### src/rtl/ucsbece154_mem_pkg.sv
// rtl/ucsbece154_mem_pkg.sv - shared encodings and block geometry for the refill arbiter and caches
package ucsbece154_mem_pkg;

    typedef enum logic {
        IDLE  = 1'b0,
        BURST = 1'b1
    } state_t;

    typedef enum logic {
        OWN_I = 1'b0,
        OWN_D = 1'b1
    } owner_t;

    localparam int BLOCK_WORDS_DEFAULT = 4;
    localparam int BLOCK_OFFSET_W      = $clog2(BLOCK_WORDS_DEFAULT) + 2;

    // Clears the byte offset within a block of 2**off_w bytes.
    function automatic logic [31:0] block_align(input logic [31:0] addr, input int unsigned off_w);
        return (addr >> off_w) << off_w;
    endfunction

endpackage

### src/rtl/ucsbece154_rr_pick.sv
// rtl/ucsbece154_rr_pick.sv - two-input owner picker; UCSBECE154_ARB_FIXED_PRIO_EN selects fixed D priority
import ucsbece154_mem_pkg::*;

module ucsbece154_rr_pick (
    input  logic   req_i,
    input  logic   req_d,
    input  owner_t last,
    output owner_t owner
);

`ifdef UCSBECE154_ARB_FIXED_PRIO_EN
    logic unused_last;
    assign unused_last = last;
    assign owner = req_d ? OWN_D : OWN_I;
`else
    // On a tie, serve the side that was not served last.
    always_comb begin
        owner = OWN_I;
        if (req_i && req_d) begin
            owner = (last == OWN_I) ? OWN_D : OWN_I;
        end else if (req_d) begin
            owner = OWN_D;
        end
    end
`endif

endmodule

### src/rtl/ucsbece154_mem_arbiter.sv
// rtl/ucsbece154_mem_arbiter.sv - I/D cache refill arbiter for the SDRAM read port (UCSBECE154_ARB_FIXED_PRIO_EN via picker)
import ucsbece154_mem_pkg::*;

module ucsbece154_mem_arbiter #(
    parameter int BLOCK_WORDS = BLOCK_WORDS_DEFAULT,
    parameter int WORD_SIZE   = 32
) (
    input  logic                 Clk,
    input  logic                 Reset,
    input  logic                 IReadRequest,
    input  logic [31:0]          IReadAddress,
    output logic [WORD_SIZE-1:0] IDataIn,
    output logic                 IDataReady,
    output logic                 IGrant,
    input  logic                 DReadRequest,
    input  logic [31:0]          DReadAddress,
    output logic [WORD_SIZE-1:0] DDataIn,
    output logic                 DDataReady,
    output logic                 DGrant,
    output logic [31:0]          MemReadAddress,
    output logic                 MemReadRequest,
    input  logic [WORD_SIZE-1:0] MemDataIn,
    input  logic                 MemDataReady
);

    localparam int          CNT_W     = $clog2(BLOCK_WORDS);
    localparam int unsigned OFF_W     = $clog2(BLOCK_WORDS) + 2;
    localparam logic [CNT_W-1:0] LAST_BEAT = CNT_W'(BLOCK_WORDS - 1);

    state_t           state_q, state_d;
    owner_t           owner_q, owner_d;
    owner_t           last_q, last_d;
    logic [CNT_W-1:0] cnt_q, cnt_d;
    logic [31:0]      addr_q, addr_d;
    logic             req_q, req_d;
    logic             igrant_q, igrant_d;
    logic             dgrant_q, dgrant_d;
    owner_t           pick;

    ucsbece154_rr_pick u_pick (
        .req_i (IReadRequest),
        .req_d (DReadRequest),
        .last  (last_q),
        .owner (pick)
    );

    always_ff @(posedge Clk) begin
        if (Reset) begin
            state_q  <= IDLE;
            owner_q  <= OWN_I;
            last_q   <= OWN_I;
            cnt_q    <= '0;
            addr_q   <= '0;
            req_q    <= 1'b0;
            igrant_q <= 1'b0;
            dgrant_q <= 1'b0;
        end else begin
            state_q  <= state_d;
            owner_q  <= owner_d;
            last_q   <= last_d;
            cnt_q    <= cnt_d;
            addr_q   <= addr_d;
            req_q    <= req_d;
            igrant_q <= igrant_d;
            dgrant_q <= dgrant_d;
        end
    end

    always_comb begin
        state_d  = state_q;
        owner_d  = owner_q;
        last_d   = last_q;
        cnt_d    = cnt_q;
        addr_d   = addr_q;
        req_d    = req_q;
        igrant_d = igrant_q;
        dgrant_d = dgrant_q;
        unique case (state_q)
            IDLE: begin
                if (IReadRequest || DReadRequest) begin
                    state_d  = BURST;
                    owner_d  = pick;
                    addr_d   = block_align((pick == OWN_D) ? DReadAddress : IReadAddress, OFF_W);
                    req_d    = 1'b1;
                    igrant_d = (pick == OWN_I);
                    dgrant_d = (pick == OWN_D);
                    cnt_d    = '0;
                end
            end
            BURST: begin
                if (MemDataReady) begin
                    if (cnt_q == LAST_BEAT) begin
                        // Returning to IDLE forces one idle cycle before the next grant.
                        state_d  = IDLE;
                        req_d    = 1'b0;
                        igrant_d = 1'b0;
                        dgrant_d = 1'b0;
                        last_d   = owner_q;
                        cnt_d    = '0;
                    end else begin
                        cnt_d = cnt_q + CNT_W'(1);
                    end
                end
            end
            default: state_d = IDLE;
        endcase
    end

    assign MemReadAddress = addr_q;
    assign MemReadRequest = req_q;
    assign IGrant         = igrant_q;
    assign DGrant         = dgrant_q;
    assign IDataIn        = MemDataIn;
    assign DDataIn        = MemDataIn;
    assign IDataReady     = MemDataReady & igrant_q;
    assign DDataReady     = MemDataReady & dgrant_q;

endmodule

### config.mk
export PLATFORM = sky130hd
export DESIGN_NAME = ucsbece154_mem_arbiter
export DESIGN_NICKNAME = d
export VERILOG_FILES = /design/src/rtl/ucsbece154_mem_pkg.sv /design/src/rtl/ucsbece154_rr_pick.sv /design/src/rtl/ucsbece154_mem_arbiter.sv
export SDC_FILE = /design/constraint.sdc
export NUM_CORES = 1
export LEC_CHECK = 0
export CORE_MARGIN = 3
export CORE_UTILIZATION = 33
export DETAILED_ROUTE_END_ITERATION = 6
export PLACE_DENSITY = 0.87
export SYNTH_ARGS = -nofsm -noshare
export SYNTH_HDL_FRONTEND = slang
export SYNTH_SLANG_ARGS = --single-unit
### constraint.sdc
create_clock -name Clk -period 1.95 [get_ports Clk]
set_clock_uncertainty 0.15 [all_clocks]
set_input_delay 0.39 -clock Clk [delete_from_list [all_inputs] [get_ports Clk]]
set_output_delay 0.39 -clock Clk [all_outputs]
set_load 0.1 [all_outputs]
==> reports/qor.txt, run 1 <==
Total DRC errors in the routed layout = 0
DP HPWL = 4.22 mm
Clock sinks = 36
Placed insts = 358
Final GP Congestion = 0.679
Post-CTS resize count = 0
CP required = 1410 ps
Largest net degree at the start of global routing = 37
Synth unique cells = 23
Iteration-0 DRC Markers = 48
Switching share of total power = 0.374
Critical path class = input port to output pin
CTS buffer count = 5
Clock root buffer = clkbuf_8
Hold Path Class = flip-flop to flip-flop
Worst setup margin = 104 ps
Lkg Pwr = 1.23 nW
Worst slack, placed = -113 ps
Final core occ = 0.515
Status = completed
Area share of the largest cell type after synthesis = 0.340
Initial core utilization = 0.350
IO Port Bufs = 93
P_sw = 954 uW
Row count = 28
Post-Layout Cell Count = 366
Initial antenna violation count = 0
CTS clk-pin slew, worst paths = 70 ps
Vias in the first global route = 1876
Post-CTS setup buffers = 0
Fin crit share = 0.947
Final Hold Fails = 0
Final Max Tran Viols = 0
Synth Area per Inst = 8.09 um^2
P&R area growth vs syn = 47.4%
Synth Warn # = 0
Final setup violation count = 0
Wire per inst = 15.2 um
Clk_lat worst skew = 280 ps
Synth Instances = 262
Comb power frac = 0.412
Yosys top cell by area = dfxtp_1
Worst path arrival time = 1310 ps
RSZ-0062 raised after global routing = no
Critical path fanouts, max = 5
Detailed Routing Iterations Pass 1 = 4
Maximum clock insertion buffer count = 2
Height of the die = 86.1 um
Synth Flop Type = dfxtp_1
Layout fillers = 545
Slowest CP cell = clkdlybuf4s50_1
Sequential power share = 0.338
Total track usage = 0.145
Diode count = 0
Tot Pwr = 2.55 mW
Ports = 202
CTS Hold Bufs = 0
Seq/Total Area, Yosys = 0.340
DR vias = 1797
Core area = 0.00606 mm^2
H-tree levels = 2
Global-route wire length before repair = 8.47 mm
Post-route minimum period = 1850 ps
Post-route ant nets = 0
Share of layout cells above drive strength 1 = 0.234
Most numerous cell in the Yosys netlist = buf_4
Worst path max stage delay = 550 ps
Maximum vdd drop = 0.426 mV
DR vias/cell = 4.91
P_int = 1.59 mW
Hold slack = 325 ps
Setup crit end kind = output pin
Top post-synthesis cells by area = dfxtp_1, buf_4, a21oi_1
EDFF count, synth = 0
Async set or reset register ratio after synthesis = 0
Total Nets Final = 392
Total gr overflow = 0
Max-cap viol count = 0
Critical path launch point type = input port
Total wire length = 5.56 mm
Fmax = 0.542 GHz
CTS tree = built
Crit-path cells = clkdlybuf4s50_1 -> and2_2 -> buf_12
Post-Syn Area = 0.00212 mm^2
Most frequent cells after synthesis = buf_4, dfxtp_1, a21oi_1
Cell Pwr Density = 815 mW/mm^2
Die Wd = 86.1 um
Yosys reg bits = 36
Clock group share of total power = 0.250
Die area = 0.00742 mm^2
[layout by cell type, fill, tap and decap left out, drive strengths merged, types with 4 or more instances in the layout]
master,instances
conb,4
clkbuf,6
clkdlybuf4s50,60
nand2,31
buf,42
a21oi,34
a211oi,28
dfxtp,36
nor2,31
nand3,6
[power groups by stage]
stage / clock, mW / combinational, mW / sequential, mW
floorplan: 0 / 0.853 / 1.24
global placement: 0 / 1.04 / 0.872
detailed placement: 0 / 1.06 / 0.878
CTS: 0.659 / 1.06 / 0.861
global route: 0.691 / 1.09 / 0.867
finish: 0.637 / 1.05 / 0.861
[worst max-delay path: cells and delay by family]
| kind | cells | cell delay, ps |
|---|---|---|
| buf+inv | 2 | 720 |
| simple gates | 1 | 200 |
[through the flow]
step | instance area [um^2] | TNS, ps
6_report | 3120 | 0
4_1_cts | 3120 | 0
3_3_place_gp | 3020 | 0
3_5_place_dp | 3020 | -610
5_1_grt | 3120 | 0
2_1_floorplan | 2140 | 0
[final timing paths]
| path | end | slack, ps | cells past startpoint | from |
|---|---|---|---|---|
| hold / removal | cnt_q[1] | 330 | 2 | cnt_q[1] |
| setup reg to reg | MemReadAddress[8] | 480 | 4 | state_q |
| hold reg to reg | cnt_q[1] | 330 | 2 | cnt_q[1] |
| setup / recovery | IDataReady | 100 | 3 | MemDataReady |
[flip-flops by register name (all words and copies together), names as in the netlist]
register	count
IGrant	1
owner_q	1
state_q	1
MemReadRequest	1
last_q	1
cnt_q	2
DGrant	1
MemReadAddress	28
[per-layer routing]
metal  track usage  up-vias  part of all wire
met5             0        -                 0
met4        0.0835        0             0.036
met3        0.0461       29             0.080
met2         0.256       78              0.52
met1         0.150      830              0.36
li1              -      860                 -
[layout make-up]
type / count / area, um^2 / area share
clock buffers: 6 / 72.6 / 0.0232
clock inverters: 2 / 35.0 / 0.0112
flip-flops and latches: 36 / 723 / 0.231
multi-input cells: 145 / 808 / 0.259
repair buffers: 102 / 1390 / 0.445
well taps: 75 / 93.8 / 0.0300
[cell families after synthesis]
family | after synthesis | synth area share
flip-flops | 36 | 0.340
buffers and inverters | 84 | 0.285
multiplexers | 1 | 0.00472
adder cells (fa/ha/maj) | 1 | 0.00590
AND/OR/NAND/NOR | 72 | 0.136
AO/OA/AOI/OAI | 67 | 0.227
other | 1 | 0.00177
Power figures use the tool's default switching activity.
==> inputs of run 2 (changes only) <==
--- a/config.mk
+++ b/config.mk
@@ -8,4 +8,5 @@
 export CORE_MARGIN = 3
 export CORE_UTILIZATION = 33
+export CTS_CLUSTER_DIAMETER = 40
 export DETAILED_ROUTE_END_ITERATION = 6
 export PLACE_DENSITY = 0.87
--- a/constraint.sdc
+++ b/constraint.sdc
@@ -3,3 +3,3 @@
 set_input_delay 0.39 -clock Clk [delete_from_list [all_inputs] [get_ports Clk]]
 set_output_delay 0.39 -clock Clk [all_outputs]
-set_load 0.1 [all_outputs]
+set_load 0.02 [all_outputs]
==> run 2 against run 1 <==
Against the previous run:
- largest cell class unchanged
- sequential share of layout area up 3.1 points
- die area unchanged
- wire length down 2.8%
- final cell count down 0.27%
- fmax up 2.5%
- largest power group is now sequential cells
- clock-buffer cell count up 1
- sequential cell count unchanged
==> reports/qor.txt, run 2 (synthesized netlist as in run 1, its figures left out) <==
Critical path fanouts, max = 5
Maximum clock insertion buffer count = 2
Status = completed
Final setup violation count = 0
Total Nets Final = 392
CTS tree = built
WHS Path Cells = 2
R2r setup slk = 540 ps
Ports = 202
Iteration-0 DRC Markers = 43
Maximum vdd drop = 0.310 mV
Clock sinks = 36
H-tree levels = 2
Post-Layout Cell Count = 365
Diode count = 0
IO Port Bufs = 93
Setup crit end kind = output pin
Final Max Tran Viols = 0
Total track usage = 0.148
Fmax = 0.555 GHz
DR vias/cell = 4.87
Worst path max stage delay = 560 ps
Share of layout cells above drive strength 1 = 0.117
Placed insts = 358
CTS clk-pin slew, worst paths = 70 ps
Critical path launch point type = input port
CTS buffer count = 5
Initial core utilization = 0.350
Reg2Reg Depth = 4
Largest net degree at the start of global routing = 37
Most common cell after layout, fill and taps aside = clkdlybuf4s50_1
Initial antenna violation count = 0
Total gr overflow = 0
Worst slack, placed = -288 ps
Cell Pwr Density = 710 mW/mm^2
Vias in the first global route = 1862
Total DRC errors in the routed layout = 0
Row count = 28
Post-route minimum period = 1800 ps
Worst Hold Launch = owner_q
Lkg Pwr = 1.05 nW
DR vias = 1776
Die Wd = 86.1 um
Hold Path Class = flip-flop to flip-flop
Hold endpoint = owner_q
Final GP Congestion = 0.704
Detailed Routing Iterations Pass 1 = 4
Height of the die = 86.1 um
CP required = 1410 ps
Critical path class = input port to output pin
RSZ-0062 raised after global routing = no
Core area = 0.00606 mm^2
Largest register FFs = 28
Hold slack = 304 ps
Clock root buffer = clkbuf_8
Clk_lat worst skew = 270 ps
RR Endpoint = MemReadAddress[10]
TNS Setup = 0 ps
Post-route ant nets = 0
Global-route wire length before repair = 8.78 mm
Total wire length = 5.41 mm
Most frequent cells in the layout = clkdlybuf4s50_1, dfxtp_1, a21oi_1
Post-CTS setup buffers = 0
Final Hold Fails = 0
Die area = 0.00742 mm^2
DP HPWL = 3.94 mm
Worst path arrival time = 1260 ps
P&R area growth vs syn = 29.8%
CTS Hold Bufs = 0
Max-cap viol count = 0
Worst setup margin = 149 ps
Slowest CP cell = clkdlybuf4s50_1
Fin crit share = 0.924
Reg2reg start = state_q
Wire per inst = 14.8 um
Crit-path cells = clkdlybuf4s50_1 -> and2_1 -> clkbuf_2
[run 2: timing repair]
item | CTS | global route
setup endpoints to repair | 2 | 2
gates resized for setup | 4 | 2
gates cloned | 0 | 0
[run 2: cell type report]
cell class              instances  area [um^2]
fillers                       597         3310
flip-flops and latches         36          721
repair buffers                102         1030
multi-input cells             145          806
clock buffers                   7         96.3
well taps                      75         93.8
[run 2: how the worst max path moves through the flow]
stage | startpoint | endpoint | slack [ps] | cells after the start
after floorplan | DReadRequest | MemReadAddress[27] | 640 | 5
after detailed placement | MemDataReady | DDataReady | -290 | 3
after global routing | MemReadAddress[29] | MemReadAddress[29] | 90 | 1
after CTS | MemDataReady | IDataReady | 10 | 3
after global placement | MemDataReady | IDataReady | -280 | 3
final | MemDataReady | IDataReady | 150 | 3
[run 2: stage by stage]
stage	cell area, um^2	power, mW	util
detailed placement	2660	1.40	0.440
floorplan	2130	1.30	-
global placement	2660	1.39	0.440
global route	2750	2.06	0.454
finish	2750	1.95	0.454
CTS	2760	1.98	0.455
[run 2: worst max-delay path: cells and delay by family]
family,cells,cell delay (ps)
buf+inv,2,720
simple gates,1,150
[run 2: where the power goes]
group	internal, mW	switching [mW]
registers	0.796	0.0315
logic	0.293	0.257
clock network	0.315	0.261
[run 2: per-layer routing]
| layer | routed length, um | global-route usage |
|---|---|---|
| met3 | 388 | 0.0355 |
| met2 | 2770 | 0.264 |
| met4 | 104 | 0.0576 |
| met5 | 0 | 0 |
| met1 | 2140 | 0.167 |
